File: src/rtl/apb_arbiter_2to1_pkg.sv
// Shared APB definitions for the 2:1 arbiter: FSM state encoding and the PPROT width.
package apb_pkg;

    localparam int APB_PROT_W = 3;

    typedef enum logic [1:0] {
        IDLE   = 2'd0,
        SETUP  = 2'd1,
        ACCESS = 2'd2
    } apb_state_e;

endpackage

File: src/rtl/apb_arbiter_2to1_rr_arb2.sv
// Two-way round-robin picker: a lone request wins, a tie goes to the requester not served last.
module rr_arb2 (
    input  logic [1:0] req,
    input  logic       last,
    output logic       gnt,
    output logic       valid
);

    always_comb begin
        valid = |req;
        gnt   = 1'b0;
        case (req)
            2'b01:   gnt = 1'b0;
            2'b10:   gnt = 1'b1;
            2'b11:   gnt = ~last;
            default: gnt = 1'b0;
        endcase
    end

endmodule

File: src/rtl/apb_arbiter_2to1.sv
// Round-robin 2:1 APB arbiter that regenerates SETUP/ACCESS downstream and ends
// stuck transfers with PSLVERR through an ACCESS-cycle watchdog.
module apb_arbiter_2to1
    import apb_pkg::*;
#(
    parameter int unsigned ADDR_W  = 32,
    parameter int unsigned DATA_W  = 32,
    parameter int unsigned TIMEOUT = 1024,
    parameter int unsigned CNT_W   = 16
) (
    input  logic                  clock,
    input  logic                  reset,

    input  logic [ADDR_W-1:0]     m0_paddr,
    input  logic                  m0_psel,
    input  logic                  m0_penable,
    input  logic [APB_PROT_W-1:0] m0_pprot,
    input  logic                  m0_pwrite,
    input  logic [DATA_W-1:0]     m0_pwdata,
    input  logic [DATA_W/8-1:0]   m0_pstrb,
    output logic                  m0_pready,
    output logic [DATA_W-1:0]     m0_prdata,
    output logic                  m0_pslverr,

    input  logic [ADDR_W-1:0]     m1_paddr,
    input  logic                  m1_psel,
    input  logic                  m1_penable,
    input  logic [APB_PROT_W-1:0] m1_pprot,
    input  logic                  m1_pwrite,
    input  logic [DATA_W-1:0]     m1_pwdata,
    input  logic [DATA_W/8-1:0]   m1_pstrb,
    output logic                  m1_pready,
    output logic [DATA_W-1:0]     m1_prdata,
    output logic                  m1_pslverr,

    output logic [ADDR_W-1:0]     out_paddr,
    output logic                  out_psel,
    output logic                  out_penable,
    output logic [APB_PROT_W-1:0] out_pprot,
    output logic                  out_pwrite,
    output logic [DATA_W-1:0]     out_pwdata,
    output logic [DATA_W/8-1:0]   out_pstrb,
    input  logic                  out_pready,
    input  logic [DATA_W-1:0]     out_prdata,
    input  logic                  out_pslverr
);

    localparam bit                WDOG_EN  = (TIMEOUT != 0);
    localparam logic [CNT_W-1:0]  CNT_LAST = CNT_W'((TIMEOUT == 0) ? 0 : TIMEOUT - 1);

    apb_state_e       state, state_next;
    logic             gnt, gnt_next;
    logic             last, last_next;
    logic [CNT_W-1:0] cnt, cnt_next;

    logic             arb_gnt;
    logic             arb_valid;
    logic             drive_req;
    logic             rsp_pready;
    logic [DATA_W-1:0] rsp_prdata;
    logic             rsp_pslverr;
    logic             timeout_hit;

    // Requester penable carries no information here; the FSM owns the downstream phases.
    logic unused_penable;
    assign unused_penable = m0_penable ^ m1_penable;

    rr_arb2 u_rr_arb2 (
        .req   ({m1_psel, m0_psel}),
        .last  (last),
        .gnt   (arb_gnt),
        .valid (arb_valid)
    );

    assign timeout_hit = WDOG_EN && (cnt == CNT_LAST) && !out_pready;

    always_ff @(posedge clock or negedge reset) begin
        if (!reset) begin
            state <= IDLE;
            gnt   <= 1'b0;
            last  <= 1'b1;
            cnt   <= '0;
        end else begin
            state <= state_next;
            gnt   <= gnt_next;
            last  <= last_next;
            cnt   <= cnt_next;
        end
    end

    always_comb begin
        state_next  = state;
        gnt_next    = gnt;
        last_next   = last;
        cnt_next    = cnt;
        out_psel    = 1'b0;
        out_penable = 1'b0;
        drive_req   = 1'b0;
        rsp_pready  = 1'b0;
        rsp_prdata  = '0;
        rsp_pslverr = 1'b0;

        case (state)
            IDLE: begin
                if (arb_valid) begin
                    gnt_next   = arb_gnt;
                    state_next = SETUP;
                end
            end

            SETUP: begin
                out_psel   = 1'b1;
                drive_req  = 1'b1;
                state_next = ACCESS;
            end

            ACCESS: begin
                out_psel    = 1'b1;
                out_penable = 1'b1;
                drive_req   = 1'b1;
                if (out_pready) begin
                    rsp_pready  = 1'b1;
                    rsp_prdata  = out_prdata;
                    rsp_pslverr = out_pslverr;
                    last_next   = gnt;
                    cnt_next    = '0;
                    state_next  = IDLE;
                end else if (timeout_hit) begin
                    // Abandon the downstream transfer in the same cycle the requester is released.
                    out_psel    = 1'b0;
                    out_penable = 1'b0;
                    rsp_pready  = 1'b1;
                    rsp_pslverr = 1'b1;
                    last_next   = gnt;
                    cnt_next    = '0;
                    state_next  = IDLE;
                end else begin
                    cnt_next = cnt + 1'b1;
                end
            end

            default: begin
                state_next = IDLE;
            end
        endcase
    end

    always_comb begin
        out_paddr  = '0;
        out_pprot  = '0;
        out_pwrite = 1'b0;
        out_pwdata = '0;
        out_pstrb  = '0;
        if (drive_req) begin
            if (gnt) begin
                out_paddr  = m1_paddr;
                out_pprot  = m1_pprot;
                out_pwrite = m1_pwrite;
                out_pwdata = m1_pwdata;
                out_pstrb  = m1_pstrb;
            end else begin
                out_paddr  = m0_paddr;
                out_pprot  = m0_pprot;
                out_pwrite = m0_pwrite;
                out_pwdata = m0_pwdata;
                out_pstrb  = m0_pstrb;
            end
        end
    end

    assign m0_pready  = rsp_pready  & ~gnt;
    assign m1_pready  = rsp_pready  &  gnt;
    assign m0_pslverr = rsp_pslverr & ~gnt;
    assign m1_pslverr = rsp_pslverr &  gnt;
    assign m0_prdata  = gnt ? '0 : rsp_prdata;
    assign m1_prdata  = gnt ? rsp_prdata : '0;

endmodule

File: config.mk
export PLATFORM = sky130hd
export DESIGN_NAME = apb_arbiter_2to1
export DESIGN_NICKNAME = d
export VERILOG_FILES = /design/src/rtl/apb_arbiter_2to1_pkg.sv /design/src/rtl/apb_arbiter_2to1_rr_arb2.sv /design/src/rtl/apb_arbiter_2to1.sv
export SDC_FILE = /design/constraint.sdc
export NUM_CORES = 1
export LEC_CHECK = 0
export ABC_CLOCK_PERIOD_IN_PS = 5400
export BUFFER_PORTS_ARGS = -buffer_cell sky130_fd_sc_hd__buf_2
export CELL_PAD_IN_SITES_DETAIL_PLACEMENT = 1
export CELL_PAD_IN_SITES_GLOBAL_PLACEMENT = 2
export CORE_MARGIN = 5
export CORE_UTILIZATION = 17
export CTS_CLUSTER_DIAMETER = 150
export DETAILED_ROUTE_END_ITERATION = 16
export HOLD_SLACK_MARGIN = 0.1
export PLACE_DENSITY = 0.87
export SLEW_MARGIN = 20
export SYNTH_ARGS = -nofsm -noshare
export SYNTH_HDL_FRONTEND = slang
export SYNTH_SLANG_ARGS = --single-unit
File: constraint.sdc
create_clock -name clock -period 5.4 [get_ports clock]
set_input_delay 0.54 -clock clock [delete_from_list [all_inputs] [get_ports clock]]
set_output_delay 0.54 -clock clock [all_outputs]
set_load 0.005 [all_outputs]
; ---- Word level (Yosys, flattened, before mapping)
; Index checks and enable logic that the tools add are counted.
; W data, S select, Z words.
[op_classes]
n_reduce_logical = 9
eq_ne = 7
addsub = 1
muxes = 33
bitwise_logic = 6
[ops]
columns = cell, count
row1 = $mux W32, 8
row2 = $mux W16, 2
row3 = $add A16 B1 Y16 const B, 1
row4 = $eq A16 B10 Y1 const B, 1
row5 = $mux W1, 13
row6 = $mux W4, 2
row7 = $eq A2 B2 Y1 const B, 3
row8 = $mux W2, 3
row9 = $mux W3, 2
row10 = $pmux W2 S3, 1
row11 = $reduce_and A2 Y1, 3
row12 = $and A1 B1 Y1, 4
row13 = $pmux W1 S2, 2
row14 = $reduce_or A2 Y1, 2
row15 = $ne A3 B3 Y1 const B, 1
row16 = $eq A2 B1 Y1 const B, 1
row17 = $logic_not A2 Y1, 1
row18 = $ne A2 B2 Y1 const B, 1
row19 = $not A1 Y1, 2
row20 = $reduce_bool A2 Y1, 1
row21 = $logic_and A1 B1 Y1, 1
row22 = $logic_not A1 Y1, 1
[totals]
output_inout_bits = 142
reg_bits = 20
in_bits = 184

; ---- Depth between registers and ports, before layout
[depth]
depth_word = 6
mapped_depth = 7

; ---- Hierarchy
; Synthesis repeated with hierarchy kept, for this count alone.
[unflattened]
cells_unflattened = 356
area_unflattened_um2 = 2871.5
[by_module_without_submodules]
columns = mod, area_per_inst_um2, cells_each, n_inst, seq_area_each_um2
row1 = apb_arbiter_2to1, 2857.7, 354, 1, 501.7
row2 = rr_arb2, 13.8, 2, 1, 0.0

; ---- Worst setup path after synthesis
; OpenSTA, ideal clock, no wires.
[synth_path]
path_kind = register -> output
from = register cnt[0]
to = output m1_pslverr
path_buffers = 0
slack_ps = 3451
t_arrival_ps = 1409
path_stages_with_launch = 6
cell_sequence = dfrtp_1 > ha_1 > and3b_1 > a41oi_4 > nor2_4 > and3b_1
[synth_via]
elab_chain_cells = 6
[synth_lines]
columns = item, line
row1 = start: declaration, apb_arbiter_2to1.sv:54  ; logic [CNT_W-1:0] cnt, cnt_next;
row2 = start signal: assignment, apb_arbiter_2to1.sv:87  ; cnt <= cnt_next;
row3 = $eq A16 B10 Y1, apb_arbiter_2to1.sv:75  ; assign timeout_hit = WDOG_EN && (cnt == CNT_LAST) && !out_pready;
row4 = $logic_and A1 B1 Y1, apb_arbiter_2to1.sv:75
row5 = $mux W1, apb_arbiter_2to1.sv:128  ; end else if (timeout_hit) begin
row6 = $mux W1, apb_arbiter_2to1.sv:121  ; if (out_pready) begin
row7 = $mux W1, apb_arbiter_2to1.sv:103  ; case (state)
row8 = $and A1 B1 Y1, apb_arbiter_2to1.sv:174  ; assign m1_pslverr = rsp_pslverr & gnt;
row9 = end: declaration, apb_arbiter_2to1.sv:34  ; output logic m1_pslverr,
; No other way between the ends.

; ---- Final worst setup path
[layout_path]
from = register state[0]
to = output m1_prdata[3]
[layout_via]
elab_chain_cells = 3
[layout_lines]
columns = item, line
row1 = start: declaration, apb_arbiter_2to1.sv:51  ; apb_state_e state, state_next;
row2 = start signal: assignment, apb_arbiter_2to1.sv:84  ; state <= state_next;
row3 = $eq A2 B2 Y1, apb_arbiter_2to1.sv:103
row4 = $mux W32, apb_arbiter_2to1.sv:103
row5 = $mux W32, apb_arbiter_2to1.sv:176  ; assign m1_prdata = gnt ? rsp_prdata : '0;
row6 = end: declaration, apb_arbiter_2to1.sv:33  ; output logic [DATA_W-1:0] m1_prdata,
; No other way between the ends.

==> impl_metrics.json <==
{
  "synth_edf_count": 0,
  "drt_first_pass_iters": 4,
  "slew_headroom_pct": 31.4,
  "instances_no_fill": 875,
  "cts.hold.buffers_added": 0,
  "use_met2_pct": 24.4,
  "use_met1_pct": 14.8,
  "rsz0062_at_grt": "no",
  "die-area_mm2": 0.0195,
  "grt_use_total_pct": 13.0,
  "min_path_type": "input port to asynchronous set/reset pin",
  "rows": 47,
  "skew_ns": 0.000788,
  "cellPowerDensity_mw_per_mm2": 391,
  "post_cts_buffers": 0,
  "crit_family": "simple AND/OR/NAND/NOR gates",
  "port_buffers": 323,
  "die_h_um": 140,
  "fmax_ghz": 0.329,
  "die_w_um": 140,
  "root_buffer": "clkbuf_16",
  "wl_um": 13700,
  "placedCellCount": 871,
  "grt_pass1_wl_um": 20800,
  "ant_nets": 0,
  "ys_seq_area_share_pct": 17.5,
  "ios": 326,
  "synth_area_mm2": 0.00286,
  "drt_iter0_drc": 71,
  "slowest_stage": "and3_1",
  "run_status": "complete, no violations",
  "arrival_ns": 2.50,
  "cts_htree_levels": 1,
  "critPathMaxStageDelay_ns": 0.87,
  "vdd_drop_max_mv": 0.245,
  "yosys.area.top_type": "mux2i_1",
  "tns_ns": 0,
  "final.period_utilization_pct": 56.3,
  "cts_sinks": 20,
  "p_leak_nw": 2.78,
  "drive_above_1_share_pct": 51.8,
  "grt_max_degree": 74,
  "finalHoldViolCount": 0,
  "post-route-drc-count": 0,
  "hpwl_um": 11800,
  "cap_violations": 0,
  "syn_area_per_cell_um2": 8.16,
  "ys_warn_count": 0,
  "cts.clk_slew.worst_paths_ns": 0.06,
  "synth_area_leaders": "mux2i_1, dfrtp_1, nor2b_1",
  "timing.final.crit_period_ns": 3.04,
  "antenna_cells": 0,
  "cp.buffers_inverters": 2,
  "top_usage_layer": "met2",
  "cts_tree": "built",
  "area_growth_pct": 65.6,
  "worst_pin_slew_ns": 1.03,
  "worstPathRequired_ns": 4.86,
  "viasPerCell": 4.07,
  "cts_buffers": 3,
  "async_flop_share_pct": 100,
  "gp_congestion": 0.809,
  "num_vias": 3560,
  "startpoint_type": "flop",
  "use_met3_pct": 3.60,
  "maxSlewViolCount": 0,
  "start_util_pct": 17.3,
  "post_cts_resized": 0,
  "path_class": "flop to primary output",
  "fin_nets": 845,
  "crit_path_end_kind": "primary output",
  "crit_path_max_fanout": 32,
  "ys_ff_latch": 20,
  "globalRoute.totalOverflow": 0,
  "syn_nets": 540,
  "grt_pass1_vias": 3836,
  "wl_per_cell_um": 15.7,
  "core_mm2": 0.0165,
  "synthTopCellsByCount": "mux2i_1, nor2b_1, and2_1, dfrtp_1, clkbuf_1",
  "cts.path.max_buffers": 2,
  "path_cells": "inv_1 -> ha_1 -> and3_1 -> and2_1 -> buf_2",
  "grt_antenna_before_repair": 1,
  "syn_inst": 351,
  "total_power_w": 0.00185,
  "worstSkewPairLatency_ns": 0.25,
  "yosysTopAreaCellShare_pct": 25.5,
  "setup_viol": 0,
  "synth_flop_cell": "dfrtp_1",
  "synth_cell_types": 37
}
[area by class of cell]
type | count | area, um^2
flip-flops and latches | 20 | 505
repair buffers | 326 | 1640
inverters | 5 | 18.8
fillers | 2109 | 11800
well taps | 220 | 275
multi-input cells | 300 | 2220
clock buffers | 4 | 78.8
[metal layers]
metal / up-vias / share of wire (%)
li1: 1780 / -
met2: 154 / 52
met1: 1605 / 39
met5: - / 0.095
met4: 2 / 1.7
met3: 19 / 7.0
[cell usage in the layout, fill, tap and decap left out, types with 2 or more instances in the layout]
master / netlist / final
inv_1: 5 / 5
xnor2_1: 7 / 7
clkbuf_16: 0 / 3
nor3_1: 3 / 3
xor2_1: 4 / 4
and3_1: 2 / 2
dfrtp_1: 19 / 18
nand4_1: 7 / 7
o21ai_0: 4 / 4
and2_1: 65 / 65
and4_1: 2 / 2
nor4_1: 5 / 5
nor2b_1: 73 / 73
buf_2: 9 / 323
buf_4: 1 / 3
and3b_1: 2 / 2
o21a_1: 2 / 2
ha_1: 5 / 5
nand2_1: 9 / 9
mux2i_1: 73 / 73
a21oi_1: 4 / 4
nand3_1: 7 / 7
nor2_1: 14 / 14
[flip-flops by register name, indices dropped and copies added (netlist names)]
name and cells:
gnt 1, state 2, cnt 16, last 1
[logic make-up (layout without fill, tap and decap cells)]
kind of cell | count (synthesis) | in the layout | share of synthesized area (%)
AND/OR/NAND/NOR | 194 | 194 | 41.4
flip-flops | 20 | 20 | 17.5
multiplexers | 75 | 75 | 26.4
adder cells (fa/ha/maj) | 5 | 5 | 2.19
AO/OA/AOI/OAI | 15 | 15 | 4.20
buffers and inverters | 31 | 335 | 4.85
XOR/XNOR | 11 | 11 | 3.37
[worst reg2reg max path, delay by kind of cell, from the launching register on]
kind / cells / cell delay, ns
buf+inv: 1 / 0.11
xor+xnor: 1 / 0.17
flops: 1 / 0.40
fa+ha+maj: 1 / 0.49
simple gates: 3 / 0.88
[final timing paths]
path,start,to,slack [ns],cells after the start
setup / recovery,state[0],m1_prdata[3],2.36,5
hold / removal,reset,cnt[11],0.24,1
setup reg to reg,state[0],cnt[15],3.22,6
hold reg to reg,cnt[0],cnt[0],0.52,1
max in group asynchronous,reset,gnt,4.79,1
min in group clock,cnt[0],cnt[0],0.52,1
[metrics by stage]
| step | cell area [um^2] | util (%) | worst slack [ns] | hold WS, ns |
|---|---|---|---|---|
| after floorplan | 2860 | - | 3.45 | 0.244 |
| after global placement | 4660 | 28.2 | 2.58 | 0.491 |
| after detailed placement | 4660 | 28.2 | 2.62 | 0.514 |
| after CTS | 4740 | 28.7 | 2.33 | 0.253 |
| after global routing | 4740 | 28.7 | 2.14 | 0.272 |
| final | 4740 | 28.7 | 2.36 | 0.242 |
[report_power, final]
group	switching, W	total [W]	internal [W]
combinational	0.000716	0.00145	0.000734
clock	0.0000554	0.000156	0.000101
sequential	0.0000582	0.000246	0.000187
No activity file was read; power rests on OpenSTA's default activity.
